<file path="config.mk">
export PLATFORM = sky130hd
export DESIGN_NAME = mem_arbiter
export DESIGN_NICKNAME = d
export VERILOG_FILES = /design/src/rtl/mem_bus_pkg.sv /design/src/rtl/rr_arbiter2.sv /design/src/rtl/mem_arbiter.sv
export SDC_FILE = /design/constraint.sdc
export NUM_CORES = 1
export LEC_CHECK = 0
export BUFFER_PORTS_ARGS = -buffer_cell sky130_fd_sc_hd__buf_2
export CAP_MARGIN = 10
export CORE_AREA = 2 2 122 124
export CTS_CLUSTER_SIZE = 40
export DETAILED_ROUTE_END_ITERATION = 6
export DIE_AREA = 0 0 124 126
export GPL_TIMING_DRIVEN = 0
export PLACE_DENSITY = 0.52
export SYNTH_ARGS = -nofsm -noshare
export SYNTH_HDL_FRONTEND = slang
export SYNTH_SLANG_ARGS = --single-unit
export TNS_END_PERCENT = 20
</file>
<file path="constraint.sdc">
create_clock -name clk -period 2 [get_ports clk]
set_input_delay 0.2 -clock clk [delete_from_list [all_inputs] [get_ports clk]]
set_output_delay 0.2 -clock clk [all_outputs]
set_load 0.03 [all_outputs]
</file>
<file path="src/rtl/mem_bus_pkg.sv">
// Shared definitions for the picorv32-native memory bus and the arbiter FSM.
package mem_bus_pkg;

   localparam int unsigned ADDR_W = 32;
   localparam int unsigned DATA_W = 32;
   localparam int unsigned STRB_W = 4;

   localparam logic [1:0] ST_IDLE_ENC = 2'd0;
   localparam logic [1:0] ST_BUSY_ENC = 2'd1;
   localparam logic [1:0] ST_DONE_ENC = 2'd2;

   typedef enum logic [1:0] {
      ST_IDLE = ST_IDLE_ENC,
      ST_BUSY = ST_BUSY_ENC,
      ST_DONE = ST_DONE_ENC
   } arb_state_e;

endpackage

</file>
<file path="src/rtl/rr_arbiter2.sv">
// Two-input round-robin picker: on a tie the requester that was not served last wins.
module rr_arbiter2 (
   input  logic [1:0] req_i,
   input  logic       last_i,
   output logic       sel_o,
   output logic       any_o
);

   always_comb begin
      any_o = |req_i;
      if (req_i == 2'b11) begin
         sel_o = ~last_i;
      end else begin
         sel_o = req_i[1];
      end
   end

endmodule

</file>
<file path="src/rtl/mem_arbiter.sv">
// Round-robin sharing of one picorv32 memory port between two cores, with a
// turnaround cycle after every access and a watchdog for unacknowledged accesses.
module mem_arbiter
   import mem_bus_pkg::*;
#(
   parameter int unsigned TIMEOUT_CYCLES = 64,
   parameter logic [DATA_W-1:0] ERR_DATA = 32'hDEAD_BEEF
) (
   input  logic              clk,
   input  logic              reset,
   input  logic              m0_valid,
   output logic              m0_ready,
   input  logic              m0_instr,
   input  logic [STRB_W-1:0] m0_wstrb,
   input  logic [DATA_W-1:0] m0_wdata,
   input  logic [ADDR_W-1:0] m0_addr,
   output logic [DATA_W-1:0] m0_rdata,
   input  logic              m1_valid,
   output logic              m1_ready,
   input  logic              m1_instr,
   input  logic [STRB_W-1:0] m1_wstrb,
   input  logic [DATA_W-1:0] m1_wdata,
   input  logic [ADDR_W-1:0] m1_addr,
   output logic [DATA_W-1:0] m1_rdata,
   output logic              mem_valid,
   input  logic              mem_ready,
   output logic              mem_instr,
   output logic [STRB_W-1:0] mem_wstrb,
   output logic [DATA_W-1:0] mem_wdata,
   output logic [ADDR_W-1:0] mem_addr,
   input  logic [DATA_W-1:0] mem_rdata,
   output logic [1:0]        grant,
   output logic              timeout_err
);

   localparam int unsigned WD_W = (TIMEOUT_CYCLES < 2) ? 1 : $clog2(TIMEOUT_CYCLES + 1);
   localparam logic [WD_W-1:0] WD_LAST =
      (TIMEOUT_CYCLES == 0) ? '0 : WD_W'(TIMEOUT_CYCLES - 1);
   localparam bit WD_EN = (TIMEOUT_CYCLES != 0);

   arb_state_e        state_q;
   logic              sel_q;
   logic              last_q;
   logic [WD_W-1:0]   wd_q;
   logic [DATA_W-1:0] rdata_q;
   logic              terr_q;

   logic              pick_sel;
   logic              pick_any;
   logic              busy;
   logic              done;

   rr_arbiter2 u_rr (
      .req_i  ({m1_valid, m0_valid}),
      .last_i (last_q),
      .sel_o  (pick_sel),
      .any_o  (pick_any)
   );

   always_ff @(posedge clk) begin
      if (reset) begin
         state_q <= ST_IDLE;
         sel_q   <= 1'b0;
         last_q  <= 1'b1;
         wd_q    <= '0;
         rdata_q <= '0;
         terr_q  <= 1'b0;
      end else begin
         case (state_q)
            ST_IDLE: begin
               wd_q <= '0;
               if (pick_any) begin
                  sel_q   <= pick_sel;
                  state_q <= ST_BUSY;
               end
            end
            ST_BUSY: begin
               // A real acknowledge always beats a watchdog expiry in the same cycle.
               if (mem_ready) begin
                  rdata_q <= mem_rdata;
                  last_q  <= sel_q;
                  state_q <= ST_DONE;
               end else if (WD_EN && (wd_q == WD_LAST)) begin
                  rdata_q <= ERR_DATA;
                  terr_q  <= 1'b1;
                  last_q  <= sel_q;
                  state_q <= ST_DONE;
               end else if (WD_EN) begin
                  wd_q <= wd_q + 1'b1;
               end
            end
            ST_DONE: begin
               wd_q    <= '0;
               state_q <= ST_IDLE;
            end
            default: state_q <= ST_IDLE;
         endcase
      end
   end

   assign busy = (state_q == ST_BUSY);
   assign done = (state_q == ST_DONE);

   assign mem_valid   = busy;
   assign mem_instr   = busy & (sel_q ? m1_instr : m0_instr);
   assign mem_wstrb   = busy ? (sel_q ? m1_wstrb : m0_wstrb) : '0;
   assign mem_wdata   = busy ? (sel_q ? m1_wdata : m0_wdata) : '0;
   assign mem_addr    = busy ? (sel_q ? m1_addr  : m0_addr)  : '0;
   assign grant       = busy ? (sel_q ? 2'b10 : 2'b01) : 2'b00;
   assign timeout_err = terr_q;

   assign m0_ready = done & ~sel_q;
   assign m1_ready = done &  sel_q;
   assign m0_rdata = (done & ~sel_q) ? rdata_q : '0;
   assign m1_rdata = (done &  sel_q) ? rdata_q : '0;

endmodule
</file>
* After elaboration in Yosys (flattened, before gate mapping)
Cells that the tools add are included.
Storage, ports and cells: logic and storage cells 54, output and inout port bits 139, input bits 175, flip-flop bits (word level) 44
Cells by class: add/sub/neg operators 1, reductions and logical operators 10, mux-type cells 23, bitwise logic cells 6, equal/unequal tests 8
Operator list (number):
- two-way mux 32 bit | 8
- two-way mux 7 bit | 2
- case mux 7 bit (2 select lines) | 1
- two-way mux 2 bit | 5
- two-way mux 4 bit | 2
- adder 7 x 1 -> 7 bit, second input constant | 1
- equality test 7 x 6 -> 1 bit, second input constant | 1
- inequality test 2 bit, second input constant | 3
- AND reduction 2 bit | 3
- AND reduction 3 bit | 2
- equality test 2 bit, second input constant | 2
- two-way mux 1 bit | 4
- case mux 2 bit (2 select lines) | 1
- nonzero test 2 bit | 2
- OR reduction 2 bit | 2
- bitwise AND 1 bit | 3
- inequality test 3 x 2 -> 1 bit, second input constant | 1
- inverter 1 bit | 3
- equality test 2 x 1 -> 1 bit, second input constant | 1
- zero test 2 bit | 1

* Depth between registers and ports, before layout
Gate-level depths: netlist of the first run.
word-level depth 4, depth in mapped cells 7, depth with buffers taken out 5

* Hierarchy
Synthesis of the first run repeated with hierarchy kept, for this count alone.
Second synthesis, totals: cell total of the unflattened synthesis 392, area total of the unflattened synthesis 3266.9 µm²
By module, submodules not included:
- mem_arbiter | times used 1, area each 3253.1 µm², cells an instance 390, seq. area each 880.8 µm²
- rr_arbiter2 | times used 1, area each 13.8 µm², cells an instance 2, seq. area each 0.0 µm²

* Least setup slack after synthesis of the first run
No wires, ideal clock.
kind register -> output, start point register state_q[0], end point output port m0_rdata[22], required time 1.800 ns, stages on the path, launching flop included 5, slack 0.180 ns, arrival time 1.620 ns, buffers on the path 2, path through dfxtp_1 -> buf_2 -> nor3b_1 -> clkbuf_1 -> and2_1
Between the ends: longest elaborated chain between the ends 3
Ends and longest elaborated chain:
- from (decl) | line mem_arbiter.sv:41 | arb_state_e state_q;
- from (signal assigned) | line mem_arbiter.sv:62 | state_q <= ST_IDLE;
- from (signal assigned) | line mem_arbiter.sv:74 | state_q <= ST_BUSY;
- from (signal assigned) | line mem_arbiter.sv:82 | state_q <= ST_DONE;
- equality test 2 bit | line mem_arbiter.sv:102 | assign done = (state_q == ST_DONE);
- bitwise AND 1 bit
- via m0_ready | line mem_arbiter.sv:12 | output logic m0_ready,
- two-way mux 32 bit | line mem_arbiter.sv:114 | assign m0_rdata = (done & ~sel_q) ? rdata_q : '0;
- to (decl) | line mem_arbiter.sv:17 | output logic [DATA_W-1:0] m0_rdata,
The timed path passes the listed nets, and every way through them passes these cells.

* Worst setup path after layout of the first run
start point register sel_q, end point output port mem_wstrb[1]
Between the ends: longest elaborated chain between the ends 2
Ends and longest elaborated chain:
- from (decl) | line mem_arbiter.sv:42 | logic sel_q;
- from (signal assigned) | line mem_arbiter.sv:73 | sel_q <= pick_sel;
- two-way mux 4 bit (2 in series) | line mem_arbiter.sv:106 | assign mem_wstrb = busy ? (sel_q ? m1_wstrb : m0_wstrb) : '0;
- to (decl) | line mem_arbiter.sv:28 | output logic [STRB_W-1:0] mem_wstrb,
Every way passes these cells.

==> flow_metrics.tcl, run 1 <==
set metrics [dict create \
    grt_max_degree 14 \
    status "completed" \
    syn-num-nets 605 \
    tightest_slew_ns 0.701 \
    synth_edf_count 0 \
    slew-limit-headroom_pct 53.3 \
    maxCapViolCount 0 \
    drive_gt1_share_pct 50.3 \
    max_freq_ghz 0.515 \
    tritoncts "yes" \
    core_um2 14300 \
    drc 0 \
    pin_count 314 \
    power_mw 2.83 \
    start_util_pct 22.8 \
    p_per_area_nw_per_um2 535 \
    viasPerCell 4.27 \
    final_core_util_pct 37.0 \
    hold_path.startpoint "mem_rdata[15]" \
    synth_flop_cell "dfxtp_1" \
    critPathArrivalTime_ns 1.74 \
    final_nets 928 \
    holdPathEnd "rdata_q[15]" \
    holdPathStages 3 \
    final_cell_mix "buf_2 (317), nor2_1 (126), mux2i_1 (69), and2_1 (65), dfxtp_1 (43)" \
    hold_violations 0 \
    std_cell_rows 44 \
    rsz0062_at_grt "yes" \
    p_leak_nw 2.76 \
    reg2reg_from "state_q[0]" \
    cp.required_ns 1.80 \
    clock_path_buffers 2 \
    fillers 1629 \
    worst-path-max-fanout 10 \
    min_period_ns 1.94 \
    gp_congestion 0.869 \
    r2r_cells 7 \
    ys_warn_count 0 \
    cts-htree-levels 2 \
    startpoint "sel_q" \
    clock_latency_ns 0.28 \
    root_buffer "clkbuf_16" \
    firstDrtPassIters 4 \
    netlist_instances 429 \
    die_width_um 124 \
    numClockSinks 44 \
    yosys-top-cells-area "dfxtp_1 (27%), mux2i_1 (21%), nor2_1 (15%)" \
    final_common_cell "buf_2" \
    grt-ovfl-total 0 \
    synth.cell_area_um2 3260 \
    worstSetupPathType "reg2out" \
    worstHoldPathType "in2reg" \
    ant_nets 0 \
    vdd_drop_max_mv 0.291 \
    cp-end-kind "output port" \
    syn_avg_cell_area_um2 7.60 \
    ys_ff_latch 44 \
    chipHeight_um 126 \
    grt_pass1_wl_mm 21.5 \
    synth_top_area_share_pct 27.0 \
    antenna_found_initial 8 \
    slew_violations 0 \
    wl_mm 14.7 \
    io_buffers 313 \
    dpl.hpwl_mm 12.7 \
    postCtsHoldBufs 0 \
    worstSetupStartpointType "flip-flop" \
    synth_seq_area_share_pct 27.0 \
    dp_cells 926 \
    clk_pin_slew_ns 0.06 \
    skew_ns 0.00355 \
    setup_viol 0 \
    vias 4016 \
    synth_cell_types 32 \
    track_usage_pct 18.0 \
    async_flop_share_pct 0 \
    first_iter_violations 104 \
    r2r_slack_ns 0.21 \
    first_global_vias 3937 \
    cts_made_buffers 5 \
    final_cell_count_no_fill 940 \
    wl_per_cell_um 15.6 \
    fin_crit_sh_pct 97.0 \
    yosys.area.top_type "dfxtp_1" \
    syn_to_final_growth_pct 62.5 \
    r2r_end "rdata_q[24]" \
    die_area_um2 15600 \
]
==> what timing repair did <==
item                                    CTS  global route
setup buffers                             0             3
gates cloned                              0             0
gates resized for setup                  11            34
endpoints found under the setup margin  125           124
==> area by class of cell <==
type / instances / area (um^2) / share of cell area [%]
Multi-Input combinational cell: 350 / 2230 / 42.0
Sequential cell: 44 / 882 / 16.7
Timing Repair Buffer: 316 / 1590 / 30.0
Inverter: 2 / 11.3 / 0.213
Clock buffer: 6 / 139 / 2.62
Clock inverter: 2 / 10.0 / 0.189
Buffer: 33 / 199 / 3.76
Antenna cell: 3 / 7.51 / 0.142
Tap cell: 184 / 230 / 4.35
==> power breakdown <==
part | total, mW | switching (mW) | internal, mW
Combinational | 1.04 | 0.637 | 0.405
Clock | 0.828 | 0.336 | 0.493
Sequential | 0.962 | 0.0353 | 0.927
Total | 2.83 | 1.01 | 1.82
==> synth_stat cells (all sizes together) (2+ instances only) <==
master,count
nor2,126
mux2i,69
and2,65
dfxtp,44
nor3,24
clkbuf,21
a21oi,12
buf,12
nand2b,11
nand3,10
nand2,6
o21ai,6
a31oi,3
nor2b,2
nor3b,2
==> cell families (layout without fill, tap and decap cells) <==
group | after synthesis | count (layout) | synth area share, %
simple gates | 254 | 254 | 41.3
mux | 69 | 69 | 21.2
flops | 44 | 44 | 27.0
buf+inv | 35 | 359 | 5.06
compound gates | 25 | 25 | 4.80
fa+ha+maj | 1 | 1 | 0.384
xor+xnor | 1 | 1 | 0.269
other cells | 0 | 3 | 0
==> per-layer routing <==
metal	routed length, um	share of wire (%)	GRT usage (%)	up-vias
li1	-	-	-	2070
met1	5460	37	18.9	1755
met2	7430	51	32.9	167
met3	1630	11	8.24	16
met4	130	0.88	3.11	8
met5	46	0.31	0	-
==> through the flow <==
stage	cell area, um^2	TNS [ns]	hold slack [ns]	setup WS (ns)
floorplan	3260	0	0.345	0.180
global placement	5060	-4.43	0.426	-0.176
detailed placement	5060	-3.67	0.424	-0.162
CTS	5230	-6.23	0.154	-0.179
global route	5290	-0.0407	0.147	-0.0131
finish	5300	0	0.157	0.0593
==> registers in the layout (all words and copies together), names as in the netlist <==
register     cells
timeout_err      1
rdata_q         32
wd_q             7
last_q           1
sel_q            1
state_q          2
==> worst max-delay path, cell delays in order (launching register included) <==
cell and delay [ns]:
dfxtp_1 0.38, clkbuf_4 0.27, buf_4 0.25, mux2i_1 0.30
nor2_1 0.07, buf_2 0.19
==> worst max path at each step <==
stage,slack [ns],end,depth (start not counted)
finish,0.06,mem_wstrb[1],5
global route,-0.01,mem_wdata[3],5
CTS,-0.18,grant[1],5
detailed placement,-0.16,m0_rdata[21],4
global placement,-0.18,m0_rdata[11],4
floorplan,0.18,m0_rdata[22],4
(Power assumes the default switching activity.)
==> inputs of run 2 (changes only) <==
CORE_AREA = 2 2 121 123   (was 2 2 122 124)
DIE_AREA = 0 0 123 125   (was 0 0 124 126)
RECOVER_POWER = 25   (was unset)
clock period = 2.4 ns   (was 2 ns; I/O delays follow)
==> run 2 against run 1 <==
  * Critical path depth stayed put
  * Count of clock-buffer cells in the layout fell by 1
  * Sequential cell count is the same
  * Register-to-register slack improved by 0.13 ns
  * First-iteration DRC count grew 9.6%
  * Utilization fell by 0.62 points
  * Sequential power shrank 17%
  * Hold slack improved by 0.035 ns
  * Power down 18%
  * Sequential share of layout area up 0.39 points
  * Wire length up 1.2%
  * Critical path type unchanged
  * Critical endpoint is now grant[1]
==> flow_metrics.tcl, run 2 (same netlist as run 1, synthesis figures left out) <==
set metrics [dict create \
    status "completed" \
    fin_crit_sh_pct 90.1 \
    worstHoldPathType "in2reg" \
    cp-end-kind "output port" \
    std_cell_rows 44 \
    pin_count 314 \
    clock_path_buffers 2 \
    skew_ns 0.00314 \
    regArea_um2 881 \
    track_usage_pct 18.6 \
    cts_made_buffers 5 \
    start_util_pct 23.0 \
    multiInputGateArea_um2 2200 \
    tightest_slew_ns 0.732 \
    power_mw 2.33 \
    final_cell_count_no_fill 938 \
    grt_max_degree 15 \
    gp_congestion 0.825 \
    first_global_vias 3804 \
    r2r_cells 7 \
    final_area_um2 5170 \
    min_period_ns 2.16 \
    p_leak_nw 2.68 \
    worst-path-max-fanout 10 \
    io_buffers 313 \
    top_regs "rdata_q x32, wd_q x7, state_q x2" \
    whs_ns 0.192 \
    critPathArrivalTime_ns 1.92 \
    final_common_cell "buf_2" \
    ant_nets 0 \
    first_iter_violations 114 \
    worstSetupStartpointType "flip-flop" \
    die_width_um 123 \
    drive_gt1_share_pct 47.1 \
    r2r_slack_ns 0.34 \
    grt_pass1_wl_mm 21.8 \
    slew_violations 0 \
    p_per_area_nw_per_um2 450 \
    reg2reg_from "state_q[0]" \
    final_nets 925 \
    cts-htree-levels 2 \
    die_area_um2 15400 \
    vias 3989 \
    wl_mm 14.9 \
    holdPathEnd "rdata_q[18]" \
    chipHeight_um 125 \
    cp.required_ns 2.16 \
    regMostFlops "rdata_q" \
    r2r_end "rdata_q[11]" \
    firstDrtPassIters 5 \
    drc 0 \
    post_cts_buffers 0 \
    root_buffer "clkbuf_16" \
    final_cell_mix "buf_2 (318), nor2_1 (126), mux2i_1 (69), and2_1 (65), dfxtp_1 (44)" \
    clock_latency_ns 0.28 \
    maxCapViolCount 0 \
    dpl.hpwl_mm 12.7 \
    hold_path.startpoint "mem_rdata[18]" \
    setup_viol 0 \
    dp_cells 926 \
    setup_slack_ns 0.237 \
    place_area_um2 5060 \
    worstSetupPathType "reg2out" \
    wl_per_cell_um 15.8 \
    grt-ovfl-total 0 \
    core_um2 14200 \
    syn_to_final_growth_pct 58.5 \
    max_freq_ghz 0.462 \
    antenna_found_initial 5 \
    fillers 1607 \
    tns_ns 0 \
    numClockSinks 44 \
    rsz0062_at_grt "no" \
    holdPathStages 3 \
    viasPerCell 4.25 \
    tritoncts "yes" \
    clk_pin_slew_ns 0.07 \
    vdd_drop_max_mv 0.286 \
    post-place-ws_ns 0.255 \
    final_core_util_pct 36.4 \
    largest_register_ffs 32 \
    hold_violations 0 \
    slew-limit-headroom_pct 51.2 \
]
## run 2: critical path: stages, from the launching register on
cell and delay, ns:
dfxtp_1 0.45, nand2b_1 0.13, buf_2 0.25, clkinv_1 0.35
and2_1 0.28, buf_2 0.17
## run 2: cell type report
| class | count | area share (%) |
|---|---|---|
| multi-input combinational | 350 | 42.5 |
| sequential | 44 | 17.0 |
| clock inverter | 3 | 0.363 |
| tap | 184 | 4.45 |
| buffer | 33 | 2.69 |
| inverter | 2 | 0.145 |
| antenna | 4 | 0.194 |
| clock buffer | 5 | 2.42 |
| timing repair buffer | 313 | 30.2 |
## run 2: routing by layer
layer / vias to the layer above / GRT usage [%] / routed length [um]
li1: 2058 / - / -
met2: 167 / 34.5 / 7650
met3: 12 / 5.89 / 1340
met1: 1748 / 20.6 / 5710
met5: - / 0 / 24
met4: 4 / 3.28 / 144
## run 2: power by group
| part | internal (mW) | switching [mW] | total [mW] | leakage [nW] |
|---|---|---|---|---|
| Combinational | 0.317 | 0.530 | 0.847 | 2.24 |
| Sequential | 0.772 | 0.0283 | 0.801 | 0.359 |
| Clock | 0.384 | 0.296 | 0.680 | 0.0736 |
| Total | 1.47 | 0.855 | 2.33 | 2.68 |
## run 2: what timing repair did
| item | CTS | global route |
|---|---|---|
| endpoints found under the setup margin | 11 | 24 |
| hold buffers | 0 | 0 |
| resized for setup | 1 | 2 |
## run 2: worst max-delay path by stage
stage | from | end | slack, ns
after floorplan | state_q[0] | m0_rdata[22] | 0.54
after global placement | state_q[1] | m0_rdata[9] | 0.21
after detailed placement | state_q[1] | m0_rdata[6] | 0.25
after CTS | sel_q | mem_addr[29] | 0.07
after global routing | state_q[1] | mem_addr[8] | 0.02
final | state_q[1] | grant[1] | 0.24
==> inputs of run 3 (changes only) <==
CORE_AREA = 2 2 122 124   (was 2 2 121 123)
DIE_AREA = 0 0 124 126   (was 0 0 123 125)
TNS_END_PERCENT = 1   (was 20)
clock period = 2 ns   (was 2.4 ns; I/O delays follow)
==> run 3 against run 2 <==
  * Clock skew grew 0.00071 ns
  * First-iteration DRC count shrank 7.9%
  * Die area grew 1.6%
  * Sequential share of layout area shrank 0.38 points
  * Hold slack lost 0.036 ns
  * Count of clock-buffer cells in the layout grew 1
  * Worst setup slack lost 0.18 ns
  * Power grew 22%
  * Utilization grew 0.60 points
  * Sequential power grew 20%
  * Critical path type unchanged
  * Critical endpoint is now mem_wstrb[1]
  * Largest cell class unchanged
  * Largest power group unchanged
==> flow_metrics.tcl, run 3 (same netlist as run 1, synthesis figures left out) <==
set metrics [dict create \
    status "completed" \
    first_iter_violations 105 \
    numClockSinks 44 \
    syn_to_final_growth_pct 62.4 \
    final_cell_mix "buf_2 (315), nor2_1 (126), mux2i_1 (69), and2_1 (65), dfxtp_1 (43)" \
    rsz0062_at_grt "yes" \
    tightest_slew_ns 0.699 \
    gp_congestion 0.869 \
    slew-limit-headroom_pct 53.4 \
    hold_violations 0 \
    setup_viol 0 \
    die_width_um 124 \
    clock_path_buffers 2 \
    final_nets 928 \
    regArea_um2 882 \
    p_seq_share_pct 33.9 \
    postCtsHoldBufs 0 \
    root_buffer "clkbuf_16" \
    wl_per_cell_um 15.7 \
    chipHeight_um 126 \
    clkPwrFrac_pct 29.4 \
    worstSetupPathType "reg2out" \
    max_freq_ghz 0.515 \
    grt_pass1_wl_mm 21.5 \
    p_int_mw 1.82 \
    swShare_pct 35.7 \
    first_global_vias 3938 \
    place_area_um2 5060 \
    final_common_cell "buf_2" \
    vdd_drop_max_mv 0.291 \
    worstHoldPathType "in2reg" \
    cp.required_ns 1.80 \
    fin_crit_sh_pct 97.1 \
    dp_cells 926 \
    grt_max_degree 14 \
    final_area_um2 5300 \
    skew_ns 0.00385 \
    dpl.hpwl_mm 12.7 \
    drive_gt1_share_pct 50.1 \
    vias 4014 \
    min_period_ns 1.94 \
    final_cell_count_no_fill 940 \
    clk_pin_slew_ns 0.06 \
    io_buffers 313 \
    firstDrtPassIters 4 \
    crit_slowest_cell "dfxtp_1" \
    clock_latency_ns 0.28 \
    cts_made_buffers 5 \
    wl_mm 14.7 \
    largest_register_ffs 32 \
    multiInputGateArea_um2 2230 \
    path_buf_inv 3 \
    die_area_um2 15600 \
    start_util_pct 22.8 \
    core_um2 14300 \
    antenna_found_initial 8 \
    slowest_delay_ns 0.38 \
    track_usage_pct 18.0 \
    viasPerCell 4.27 \
    combPwrFrac_pct 36.7 \
    grt-ovfl-total 0 \
    p_leak_nw 2.75 \
    slew_violations 0 \
    maxCapViolCount 0 \
    critPathArrivalTime_ns 1.74 \
    p_per_area_nw_per_um2 536 \
    pin_count 314 \
    power_switching_mw 1.02 \
    top_regs "rdata_q x32, wd_q x7, state_q x2" \
    drc 0 \
    std_cell_rows 44 \
    regMostFlops "rdata_q" \
    fillers 1627 \
    ant_nets 0 \
    worst-path-max-fanout 10 \
    crit_family "buffers and inverters" \
    tritoncts "yes" \
    cp-end-kind "output port" \
    cts-htree-levels 2 \
    crit_chain "clkbuf_4 -> buf_4 -> mux2i_1 -> nor2_1 -> buf_2" \
    worstSetupStartpointType "flip-flop" \
]
-- run 3: cell types whose count changed in the layout (fill, tap and decap cells not counted), moves of 3 or more --
| cell | delta |
|---|---|
| buf_2 | -3 |
| buf_4 | +8 |
| buf_6 | +3 |
| clkbuf_1 | -16 |
| clkbuf_2 | +4 |
| clkbuf_4 | +6 |
| nor3_1 | -3 |
| nor3_2 | +3 |
-- run 3: power by group through the flow --
stage / sequential [mW] / combinational [mW] / clock, mW
floorplan: 0.967 / 0.641 / 0
global placement: 0.981 / 1.03 / 0
detailed placement: 0.982 / 1.03 / 0
CTS: 0.963 / 1.04 / 0.848
global route: 0.969 / 1.13 / 0.894
finish: 0.962 / 1.04 / 0.836
-- run 3: final cells by class --
type	instances	share of cell area (%)
inverter	2	0.213
buffer	33	3.76
timing repair buffer	316	30.0
clock buffer	6	2.62
sequential	44	16.7
multi-input combinational	350	42.1
antenna	3	0.142
clock inverter	2	0.189
tap	184	4.35
-- run 3: worst paths after layout --
check	depth (start not counted)	slack [ns]	start	to
worst max-delay path	5	0.06	sel_q	mem_wstrb[1]
worst min-delay path	3	0.16	mem_rdata[15]	rdata_q[15]
worst max register to register	7	0.21	state_q[0]	rdata_q[24]
worst min register to register	2	0.44	wd_q[6]	wd_q[6]
-- run 3: through the flow --
step | power (mW) | hold WS, ns | util (%) | setup slack [ns] | TNS [ns]
global placement | 2.01 | 0.426 | 35.3 | -0.176 | -4.43
finish | 2.84 | 0.156 | 37.0 | 0.0586 | 0
CTS | 2.85 | 0.154 | 36.5 | -0.179 | -6.23
global route | 2.99 | 0.147 | 36.9 | -0.0176 | -0.0680
detailed placement | 2.02 | 0.424 | 35.3 | -0.162 | -3.67
floorplan | 1.61 | 0.345 | - | 0.180 | 0
-- run 3: what timing repair did --
| action | 4_1_cts | 5_1_grt |
|---|---|---|
| gates resized for setup | 11 | 33 |
| setup buffers | 0 | 3 |
| endpoints found under the setup margin | 125 | 124 |
| cloned | 0 | 0 |
-- run 3: routing by layer --
layer / global-route usage [%] / wire [um] / vias up
met4: 3.11 / 186 / 8
li1: - / - / 2069
met1: 18.9 / 5490 / 1752
met3: 8.24 / 1630 / 20
met2: 32.9 / 7370 / 165
met5: 0 / 46 / -
-- run 3: worst min-delay path, cell delays in order --
cell	delay [ns]
buf_2	0.07
nor2_1	0.04
nor3_2	0.08
